File: config.mk
export PLATFORM = sky130hd
export DESIGN_NAME = fsm_1101_detector
export DESIGN_NICKNAME = d
export VERILOG_FILES = /design/src/rtl/fsm_1101_detector.sv
export SDC_FILE = /design/constraint.sdc
export NUM_CORES = 1
export LEC_CHECK = 0
export BUFFER_PORTS_ARGS = -buffer_cell sky130_fd_sc_hd__buf_2
export CAP_MARGIN = 20
export CORE_AREA = 2 2 39 41
export DETAILED_ROUTE_END_ITERATION = 6
export DIE_AREA = 0 0 41 43
export SKIP_CTS_REPAIR_TIMING = 1
export SLEW_MARGIN = 20
export SYNTH_ARGS = -nofsm -noshare
export SYNTH_HDL_FRONTEND = slang
export SYNTH_SLANG_ARGS = --single-unit
export TNS_END_PERCENT = 1
File: constraint.sdc
create_clock -name clk -period 2.1 [get_ports clk]
set_input_delay 0.315 -clock clk [delete_from_list [all_inputs] [get_ports clk]]
set_output_delay 0.315 -clock clk [all_outputs]
set_load 0.01 [all_outputs]
File: src/rtl/fsm_1101_detector.sv
// ----------------------------------------------------------------------------
// fsm_1101_detector
//
// Purpose:
//     Moore state machine that watches a serial bit stream and raises a
//     one-cycle detect flag whenever the sequence 1101 has been received.
//     The first bit of the pattern arrives first. The detect flag comes from
//     the registered state only, so there is no combinational path from the
//     data input to the flag.
//
// Ports:
//     clk    in   1   sole clock; all state updates happen on its rising edge
//     rst_n  in   1   asynchronous, active-low reset (forces S_IDLE, y=0)
//     a      in   1   serial data bit, sampled on each rising clk edge
//     y      out  1   detect flag, high while the FSM sits in S_DET
//
// Configuration:
//     FSM_1101_OVERLAP_EN
//         defined   : S_DET with a=1 goes to S_11. The trailing "1" of a
//                     completed pattern is reused, so 1101101 yields two pulses.
//         undefined : S_DET with a=1 goes to S_1. Matching restarts after
//                     each detection, so 1101101 yields one pulse.
//     Nothing else differs between the two builds.
// ----------------------------------------------------------------------------
module fsm_1101_detector (
    input  logic clk,
    input  logic rst_n,
    input  logic a,
    output logic y
);

    // Each state names the longest tail of the stream that is still a prefix
    // of 1101. The encoding is fixed 3-bit binary. Codes 5-7 are unused.
    typedef enum logic [2:0] {
        S_IDLE = 3'd0,
        S_1    = 3'd1,
        S_11   = 3'd2,
        S_110  = 3'd3,
        S_DET  = 3'd4
    } state_t;

    state_t state;
    state_t next_state;

    // State register. Reset is asynchronous, so the FSM returns to S_IDLE as
    // soon as rst_n falls, without waiting for a clock edge. Any partial
    // match is discarded at that point. The first rising edge after release
    // samples a like any other edge.
    always_ff @(posedge clk or negedge rst_n) begin
        if (!rst_n) begin
            state <= S_IDLE;
        end else begin
            state <= next_state;
        end
    end

    // Next-state logic. S_11 loops on further ones, so a run such as 1111
    // keeps "11" matched and never reaches S_DET. The detection then needs
    // the 0 followed by a 1. The default branch sends any unused encoding
    // back to S_IDLE.
    always_comb begin
        next_state = S_IDLE;
        case (state)
            S_IDLE: begin
                if (a) begin
                    next_state = S_1;
                end else begin
                    next_state = S_IDLE;
                end
            end
            S_1: begin
                if (a) begin
                    next_state = S_11;
                end else begin
                    next_state = S_IDLE;
                end
            end
            S_11: begin
                if (a) begin
                    next_state = S_11;
                end else begin
                    next_state = S_110;
                end
            end
            S_110: begin
                if (a) begin
                    next_state = S_DET;
                end else begin
                    next_state = S_IDLE;
                end
            end
            S_DET: begin
                if (a) begin
`ifdef FSM_1101_OVERLAP_EN
                    // The final 1 of 1101 plus this 1 already form "11".
                    next_state = S_11;
`else
                    // Only this fresh 1 counts toward the next pattern.
                    next_state = S_1;
`endif
                end else begin
                    next_state = S_IDLE;
                end
            end
            default: begin
                next_state = S_IDLE;
            end
        endcase
    end

    // Moore output. The flag depends on the registered state only, so it
    // goes high on the same edge that samples the final 1 of the pattern.
    // Unused encodings decode to 0.
    always_comb begin
        y = 1'b0;
        if (state == S_DET) begin
            y = 1'b1;
        end
    end

endmodule

# Word level (Yosys, flattened, before mapping)
# Cells that the tools add are included.
[totals] register_bits=3 out_inout_bits=1
[op_classes] muxes=6 reduce_logical=2 n_eq_ne=4
[ops] cell="one-hot mux 3 bit (4 select lines)" n=1
[ops] cell="== test 3 x 2 -> 1 bit (second input constant)" n=2
[ops] cell="== test 3 x 1 -> 1 bit (second input constant)" n=1
[ops] cell="== test 3 bit (second input constant)" n=1
[ops] cell="logical NOT 3 bit" n=1
[ops] cell="two-way mux 1 bit" n=3
[ops] cell="two-way mux 3 bit" n=1
[ops] cell="two-way mux 2 bit" n=1
[ops] cell="OR reduction 2 bit" n=1

# Logic depth before layout (Yosys ltp)
# Gate-level depths: netlist of run 1.
[logic_depth] word_depth=3 depth_mapped=2 ltp_nobuf=2

# Least setup slack after synthesis of run 1
# No wires, ideal clock.
[synth_path] path_type="register -> output" start="reg state[1]" end="out y" arrival_ns=0.720 setup_slack_ns=1.065 stages_incl_launch_ff=2 path_buffers=0 t_required_ns=1.785 path_cell_list="dfrtp_1 -> nor3b_1"
[synth_between] elab_chain_len=2
[synth_lines] element="from (decl)" line_no="42" text="state_t state;"
[synth_lines] element="from (signal assigned)" line_no="53" text="state <= next_state;"
[synth_lines] element="== test 3 bit" line_no="116" text="if (state == S_DET) begin"
[synth_lines] element="two-way mux 1 bit" line_no="116"
[synth_lines] element="to (decl)" line_no="29" text="output logic y"
# Every way passes these cells.

# Worst setup path after layout of run 1
# Same ends and word-level chain as after synthesis.

==> results.toml, run 1 <==
[floorplanning]
die_area_um2 = 1760
start_util = 0.0958
die_height_um = 43
fp.coreArea_um2 = 1380
boundaryPins = 4
row_count = 14
die_w_um = 41

[outcome]
run_status = "completed"

[final_layout]
layout-drive-gt1-share = 0.316
top_register = "state"
top_regs = "state (3)"
final.fill_count = 159
finalNetCount = 23
number_of_flip_flops_under_the_largest_register_name = 3
most_frequent_cells_in_the_layout = "clkbuf_4 (3), buf_2 (3), dfrtp_1 (3)"
flow.area_growth_from_synthesis_pct = 53.8
antenna_cells = 0

[sta]
worst_hold_margin_ns = 0.369
maxSlewViolCount = 0
rsz_0062_raised_after_global_routing = "false"
maxClockFrequency_ghz = 0.742
final.min_clock_period_ns = 1.35
timing.max_slew.rel_slack = 0.871
setup_viol = 0
skew_ns = 0.000265
setup-tns-final_ns = 0
fin_crit_sh = 0.641
worst_slew_pin_slew_ns = 0.194
hold_viol_final = 0

[setup_path]
worst-endpoint-arrival_ns = 1.03
critPathLaunchType = "register"
timing.rr.end = "state[0]$_DFF_PN0_"
reg2reg_from = "state[1]$_DFF_PN0_"
critical_path_maximum_fanout = 6
critPathCaptureType = "output port"
path_class = "register to output port"
regToRegSetupSlack_ns = 1.13
critical_path_required_ns = 1.78
worstRegToRegCells = 2

[drt]
drt_pass1_iterations = 1
antenna_left = 0
routed-via-count = 107
aggregate_routed_wire_length_um = 284
initialDrtViolationCount = 0
residual_drc = 0
routedWlPerCell_um = 8.11
routed_via_count_divided_by_cell_count = 3.06

[logic_synthesis]
synth.cell_area_um2 = 133
count_of_yosys_warnings_during_synthesis = 0
syn-instance-count = 11
synth-seq-area-share = 0.566
area_leader_netlist = "dfrtp_1"
synth_seq_cells = 3
yosysUniqueCellTypes = 8
yosys.area.top_type_share = 0.566
post_synth_main_area_contributors = "dfrtp_1 (57%), a21oi_1 (7.5%), and4b_1 (7.5%)"
syn_avg_cell_area_um2 = 12.1
synth_nets = 14

[power]
worst_vdd_ir_v = 0.000295
share_clk_of_total_power = 0.421
power.static_leakage_nw = 0.0921
cell_internal_pwr_mw = 0.174
power_frac_seq = 0.405
pwr_per_cell_area_nw_per_um2 = 1180
p_switching_mw = 0.0662
sw_frac_of_total = 0.275
power.combinational.fraction = 0.174

[placed_design]
place.port_buffers = 3
hpwl_detailed_um = 191
routabilityCongestion = 0.603

[clock_network]
cts_root_buf = "clkbuf_4"
worst_path_clk_slew_ns = 0.04
clock_latency_ns = 0.23
tritoncts = "built"
max-clock-path-buffers = 2
cts.sinks = 3
cts_made_buffers = 3
htree_num_levels = 1

[grt]
grt.met3_usage = 0.0314
grt_pass1_wl_um = 448
antenna_violations_before_repair = 0
use_met2 = 0.0344
overflow = 0
grt_busiest_layer = "met4"
grt_max_degree = 7
grt_pass1_vias = 107
grtUsageMet1 = 0.0619
global_route.usage.total = 0.0484

[hold_path]
holdCritPathClass = "input pin to register"
hold_path_endpoint = "state[0]$_DFF_PN0_"
hold_path_depth = 3
worst_hold_startpoint = "a"

[flow_run]
cap_violations = 0
-- worst max-delay path: stages (launching register included) --
cell,delay (ns)
dfrtp_1,0.40
nor3b_1,0.23
buf_2,0.17
-- cells in the mapped netlist --
library cell  count
nor3b_1           1
nand2b_1          1
a21oi_1           2
or3b_1            1
and4b_1           1
dfrtp_1           3
or2b_1            1
nand3b_1          1
-- layer usage --
metal / share of wire / wire [µm] / vias up
met4: 0.049 / 14 / 0
met1: 0.54 / 154 / 44
li1: - / - / 55
met5: 0 / 0 / -
met2: 0.30 / 85 / 6
met3: 0.10 / 29 / 2
-- logic make-up after synthesis --
group / Yosys count / synth area share
DFF: 3 / 0.566
AOI/OAI and AO/OA: 2 / 0.0755
and+or+nand+nor: 6 / 0.359
-- final cells by class --
| cell class | count | area [µm²] | share of cell area |
|---|---|---|---|
| Clock buffer | 4 | 26.3 | 0.129 |
| Multi-Input combinational cell | 8 | 57.6 | 0.282 |
| Tap cell | 16 | 20.0 | 0.0982 |
| Timing Repair Buffer | 4 | 25.0 | 0.123 |
| Sequential cell | 3 | 75.1 | 0.368 |
-- worst max path at each step --
stage	startpoint	endpoint	slack [ns]	cells past startpoint
after floorplan	state[1]$_DFF_PN0_	y	1.06	1
after global placement	state[1]$_DFF_PN0_	y	1.01	2
after detailed placement	state[1]$_DFF_PN0_	y	1.00	2
after CTS	state[1]$_DFF_PN0_	y	0.74	2
after global routing	state[1]$_DFF_PN0_	y	0.69	2
final	state[1]$_DFF_PN0_	y	0.75	2
-- power groups by stage --
stage / clock [mW] / combinational (mW) / sequential [mW]
3_3_place_gp: 0 / 0.0409 / 0.0955
5_1_grt: 0.114 / 0.0462 / 0.100
2_1_floorplan: 0 / 0.0312 / 0.0920
4_1_cts: 0.109 / 0.0414 / 0.0974
3_5_place_dp: 0 / 0.0412 / 0.0983
6_report: 0.101 / 0.0419 / 0.0975
-- stage by stage --
stage | instance area (µm²) | util | worst slack [ns] | power, mW | std cells
6_report | 204 | 0.147 | 0.753 | 0.241 | 35
5_1_grt | 204 | 0.147 | 0.687 | 0.260 | 35
4_1_cts | 194 | 0.140 | 0.740 | 0.248 | 34
3_5_place_dp | 168 | 0.121 | 1.00 | 0.140 | 30
3_3_place_gp | 168 | 0.121 | 1.01 | 0.136 | 30
2_1_floorplan | 133 | - | 1.06 | 0.123 | 11
(Power assumes the default switching activity.)
==> inputs of run 2 (changes only) <==
--- a/config.mk
+++ b/config.mk
@@ -5,6 +5,7 @@
 export SDC_FILE = /design/constraint.sdc
 export NUM_CORES = 1
 export LEC_CHECK = 0
+export ABC_AREA = 1
 export BUFFER_PORTS_ARGS = -buffer_cell sky130_fd_sc_hd__buf_2
 export CAP_MARGIN = 20
 export CORE_AREA = 2 2 39 41
==> constraint.sdc (replaced) <==
create_clock -name clk -period 1.4 [get_ports clk]
set_input_delay 0.21 -clock clk [delete_from_list [all_inputs] [get_ports clk]]
set_output_delay 0.21 -clock clk [all_outputs]
set_load 0.01 [all_outputs]
==> run 2 against run 1 <==
First-iteration DRC count up 3. Clock power rose by 47%. Hold slack got worse by 0.13 ns. Critical path type unchanged.
==> results.toml, run 2 <==
[outcome]
run_status = "completed"

[clock_network]
cts.sinks = 3
tritoncts = "built"
max-clock-path-buffers = 2
clock_latency_ns = 0.23
htree_num_levels = 1
cts_made_buffers = 3
worst_path_clk_slew_ns = 0.04
cts_root_buf = "clkbuf_4"

[floorplanning]
die_w_um = 41
fp.coreArea_um2 = 1380
row_count = 14
boundaryPins = 4
start_util = 0.0986
die_area_um2 = 1760
die_height_um = 43

[logic_synthesis]
synth_seq_cells = 3
synthArstFlopShare = 1.00
count_of_yosys_warnings_during_synthesis = 0
yosys.area.top_type_share = 0.550
syn_avg_cell_area_um2 = 7.58
yosysUniqueCellTypes = 7
synth_common_cells = "nor2_1 (6), dfrtp_1 (3), nand2_1 (3)"
synth_nets = 21
area_leader_netlist = "dfrtp_1"
syn-instance-count = 18
synth.cell_area_um2 = 136
synth_enable_flop_cells = 0
post_synth_main_area_contributors = "dfrtp_1 (55%), nor2_1 (17%), nand2_1 (8.3%)"
synth-seq-area-share = 0.550
synth.most_common_cell = "nor2_1"
synth_ff_type = "dfrtp_1"

[power]
cell_internal_pwr_mw = 0.267
worst_vdd_ir_v = 0.000624
power.combinational.fraction = 0.260
power_frac_seq = 0.363
p_switching_mw = 0.125
sw_frac_of_total = 0.319
pwr_per_cell_area_nw_per_um2 = 1890
share_clk_of_total_power = 0.378
power.static_leakage_nw = 0.105

[final_layout]
final.fill_count = 155
layout-drive-gt1-share = 0.308
finalNetCount = 30
most_frequent_cells_in_the_layout = "nor2_1 (6), nand2_1 (3), clkbuf_4 (3), buf_2 (3), dfrtp_1 (3)"
number_of_flip_flops_under_the_largest_register_name = 3
antenna_cells = 0
flow.area_growth_from_synthesis_pct = 52.3
mostFrequentLayoutCell = "nor2_1"
top_register = "state"
top_regs = "state (3)"

[drt]
routed_via_count_divided_by_cell_count = 2.79
routed-via-count = 117
drt_pass1_iterations = 2
initialDrtViolationCount = 3
antenna_left = 0
routedWlPerCell_um = 6.02
residual_drc = 0
aggregate_routed_wire_length_um = 253

[sta]
postLayoutSetupSlackWorst_ns = 0.245
setup-tns-final_ns = 0
worst_hold_margin_ns = 0.234
maxClockFrequency_ghz = 0.866
timing.max_slew.rel_slack = 0.909
skew_ns = 0.00137
worst_slew_pin_slew_ns = 0.134
rsz_0062_raised_after_global_routing = "false"
final.min_clock_period_ns = 1.15
fin_crit_sh = 0.825
setup_viol = 0
hold_viol_final = 0
maxSlewViolCount = 0

[grt]
grt_max_degree = 5
antenna_violations_before_repair = 0
grt_pass1_vias = 113
grt_pass1_wl_um = 434
overflow = 0
global_route.usage.total = 0.0463

[hold_path]
holdCritPathClass = "input pin to register"

[flow_run]
cap_violations = 0

[setup_path]
critical_path_maximum_fanout = 4
path_class = "register to output port"
critical_path_required_ns = 1.19
critPathLaunchType = "register"
critPathCaptureType = "output port"
worst-endpoint-arrival_ns = 0.94

[placed_design]
place.port_buffers = 3
routabilityCongestion = 0.534
preCtsSetupSlack_ns = 0.480
-- run 2: metrics by stage --
| stage | cell area, µm² | util | power, mW | instances |
|---|---|---|---|---|
| after CTS | 198 | 0.143 | 0.400 | 41 |
| after floorplan | 136 | - | 0.220 | 18 |
| after global placement | 171 | 0.124 | 0.243 | 37 |
| final | 208 | 0.150 | 0.392 | 42 |
| after global routing | 208 | 0.150 | 0.435 | 42 |
| after detailed placement | 171 | 0.124 | 0.244 | 37 |
-- run 2: final cells by class --
cell class                      count  area (µm²)  area share
Clock buffer                        4        26.3       0.127
Inverter                            3        11.3      0.0542
Tap cell                           16        20.0      0.0964
Multi-Input combinational cell     12        50.0       0.241
Sequential cell                     3        75.1       0.361
Timing Repair Buffer                4        25.0       0.120
-- run 2: kinds of logic (layout without fill, tap and decap cells) --
logic type             count (synthesis)  in the layout  share of synthesized area
DFF                                    3              3                      0.550
and+or+nand+nor                       10             10                      0.294
buffers and inverters                  3             11                     0.0826
AOI/OAI and AO/OA                      2              2                     0.0734
-- run 2: power by group through the flow --
| stage | sequential [mW] | clock [mW] | combinational [mW] |
|---|---|---|---|
| after floorplan | 0.138 | 0 | 0.0817 |
| after global placement | 0.142 | 0 | 0.101 |
| after detailed placement | 0.142 | 0 | 0.102 |
| after CTS | 0.141 | 0.156 | 0.102 |
| after global routing | 0.146 | 0.169 | 0.121 |
| final | 0.142 | 0.148 | 0.102 |
-- run 2: layer usage --
metal / vias up / GRT usage / wire, µm
li1: 69 / - / -
met1: 44 / 0.0552 / 145
met2: 4 / 0.0344 / 79
met3: 0 / 0.0471 / 28
met4: 0 / 0.0600 / 0
met5: - / 0 / 0
-- run 2: worst max-delay path, stage by stage, from the launching register on --
cell and delay, ns:
dfrtp_1 0.40, inv_2 0.07, nand2_2 0.04, nor2_1 0.07
buf_2 0.13
-- run 2: final timing paths --
path,start,to,slack [ns],depth (start not counted)
setup reg to reg,state[1]$_DFF_PN0_,state[1]$_DFF_PN0_,0.66,2
hold reg to reg,state[2]$_DFF_PN0_,state[2]$_DFF_PN0_,0.53,3
hold / removal,a,state[2]$_DFF_PN0_,0.23,3
max in group asynchronous,rst_n,state[2]$_DFF_PN0_,0.99,2
min in group asynchronous,rst_n,state[0]$_DFF_PN0_,0.31,2
setup / recovery,state[1]$_DFF_PN0_,y,0.25,4
==> inputs of run 3 (changes only) <==
--- a/config.mk
+++ b/config.mk
@@ -5,7 +5,7 @@
 export SDC_FILE = /design/constraint.sdc
 export NUM_CORES = 1
 export LEC_CHECK = 0
-export ABC_AREA = 1
+export ABC_AREA = 0
 export BUFFER_PORTS_ARGS = -buffer_cell sky130_fd_sc_hd__buf_2
 export CAP_MARGIN = 20
 export CORE_AREA = 2 2 39 41
==> constraint.sdc (replaced) <==
create_clock -name clk -period 1.05 [get_ports clk]
set_input_delay 0.1575 -clock clk [delete_from_list [all_inputs] [get_ports clk]]
set_output_delay 0.1575 -clock clk [all_outputs]
set_load 0.01 [all_outputs]
==> run 3 against run 2 <==
The run now ends with setup timing left. Global-route usage rose by 0.40 points. Clock power up 36%. Die area unchanged. Final cell count decreased by 12%.
==> results.toml, run 3 (synthesis gave the netlist of run 1 again) <==
[grt]
grt_pass1_wl_um = 469
grt_pass1_vias = 103
grt_max_degree = 7
overflow = 0
antenna_violations_before_repair = 0
global_route.usage.total = 0.0503

[drt]
residual_drc = 0
antenna_left = 0
drt_pass1_iterations = 2
aggregate_routed_wire_length_um = 307
routed-via-count = 116
routedWlPerCell_um = 8.30
routed_via_count_divided_by_cell_count = 3.14
initialDrtViolationCount = 1

[sta]
timing.max_slew.rel_slack = 0.908
rsz_0062_raised_after_global_routing = "true"
fin_crit_sh = 1.07
skew_ns = 0.00279
final.min_clock_period_ns = 1.13
worst_slew_pin_slew_ns = 0.138
hold_viol_final = 0
maxSlewViolCount = 0
maxClockFrequency_ghz = 0.886
postLayoutSetupSlackWorst_ns = -0.0787
setup_viol = 2

[setup_path]
critPathCaptureType = "output port"
critPathLaunchType = "register"
critical_path_maximum_fanout = 4
reg2reg_from = "state[1]$_DFF_PN0_"
worstPathBufferInverterCount = 1
worst_setup_path_startpoint = "state[1]$_DFF_PN0_"
critical_path.cell_chain = "nor3b_2, buf_2"
timing.critical_path.to = "y"
worstRegToRegCells = 3
critical_path_required_ns = 0.89
worst-endpoint-arrival_ns = 0.97
timing.critical_path.max_delay_family = "flip-flops"
wp_depth = 2
critical-path-max-stage-delay_ns = 0.40
cpMaxStageDelayCell = "dfrtp_1"
path_class = "register to output port"
timing.rr.end = "state[0]$_DFF_PN0_"
regToRegSetupSlack_ns = -0.03

[final_layout]
most_frequent_cells_in_the_layout = "clkbuf_4 (3), buf_2 (3), dfrtp_1 (3)"
number_of_flip_flops_under_the_largest_register_name = 3
antenna_cells = 0
top_register = "state"
top_regs = "state (3)"
flow.area_growth_from_synthesis_pct = 71.7
layout-drive-gt1-share = 0.476
finalNetCount = 25
layout.cells.non_filler = 37

[clock_network]
cts_made_buffers = 3
cts.sinks = 3
cts_root_buf = "clkbuf_4"
htree_num_levels = 1
worst_path_clk_slew_ns = 0.04
tritoncts = "built"
clock_latency_ns = 0.23
max-clock-path-buffers = 2

[floorplanning]
start_util = 0.0958
die_area_um2 = 1760
boundaryPins = 4
die_height_um = 43
fp.coreArea_um2 = 1380
row_count = 14
die_w_um = 41

[power]
pwr_per_cell_area_nw_per_um2 = 2400
cell_internal_pwr_mw = 0.392
sw_frac_of_total = 0.282
power_frac_seq = 0.355
p_switching_mw = 0.154
share_clk_of_total_power = 0.369
power.combinational.fraction = 0.276
power_mw = 0.546
power.static_leakage_nw = 0.105
worst_vdd_ir_v = 0.000378

[hold_path]
hold_path_depth = 3
holdCritPathClass = "input pin to register"

[placed_design]
routabilityCongestion = 0.690
placed_cells_incl_taps = 30
preCtsSetupSlack_ns = 0.0569
place.port_buffers = 3

[flow_run]
cap_violations = 0

[outcome]
violated_checks = "setup timing"
run_status = "complete, but fails checks"
## run 3: layout make-up
class                           instances  area, µm²
Sequential cell                         3       75.1
Multi-Input combinational cell          8       66.3
Fill cell                             151       1160
Timing Repair Buffer                    6       40.0
Tap cell                               16       20.0
Clock buffer                            4       26.3
## run 3: layer usage
layer  track usage  wire length [µm]
met5             0                 0
met4        0.0600                 6
met3        0.0628                39
met2        0.0375               120
met1        0.0550               141
## run 3: stage by stage
step                      hold slack [ns]   util  cell area, µm²  TNS, ns
after CTS                          -0.298  0.140             194   -0.153
after floorplan                    -0.138      -             133        0
after global routing                0.222  0.165             228   -0.197
after detailed placement          -0.0456  0.121             168        0
final                               0.223  0.165             228   -0.106
after global placement            -0.0416  0.121             168        0
## run 3: power groups by stage
stage / Sequential (mW) / Combinational, mW / Clock (mW)
after floorplan: 0.184 / 0.0625 / 0
after global placement: 0.194 / 0.0790 / 0
after detailed placement: 0.195 / 0.0799 / 0
after CTS: 0.194 / 0.0801 / 0.215
after global routing: 0.199 / 0.164 / 0.231
final: 0.194 / 0.151 / 0.202
## run 3: how the worst min path moves through the flow
stage	endpoint	slack (ns)	start
CTS	state[2]$_DFF_PN0_	-0.30	rst_n
floorplan	state[0]$_DFF_PN0_	-0.14	rst_n
global route	state[0]$_DFF_PN0_	0.22	a
global placement	state[0]$_DFF_PN0_	-0.04	rst_n
finish	state[0]$_DFF_PN0_	0.22	a
detailed placement	state[2]$_DFF_PN0_	-0.05	rst_n
## run 3: worst min-delay path, stage by stage
cell,delay [ns]
buf_2,0.12
nand2b_1,0.08
a21oi_2,0.06
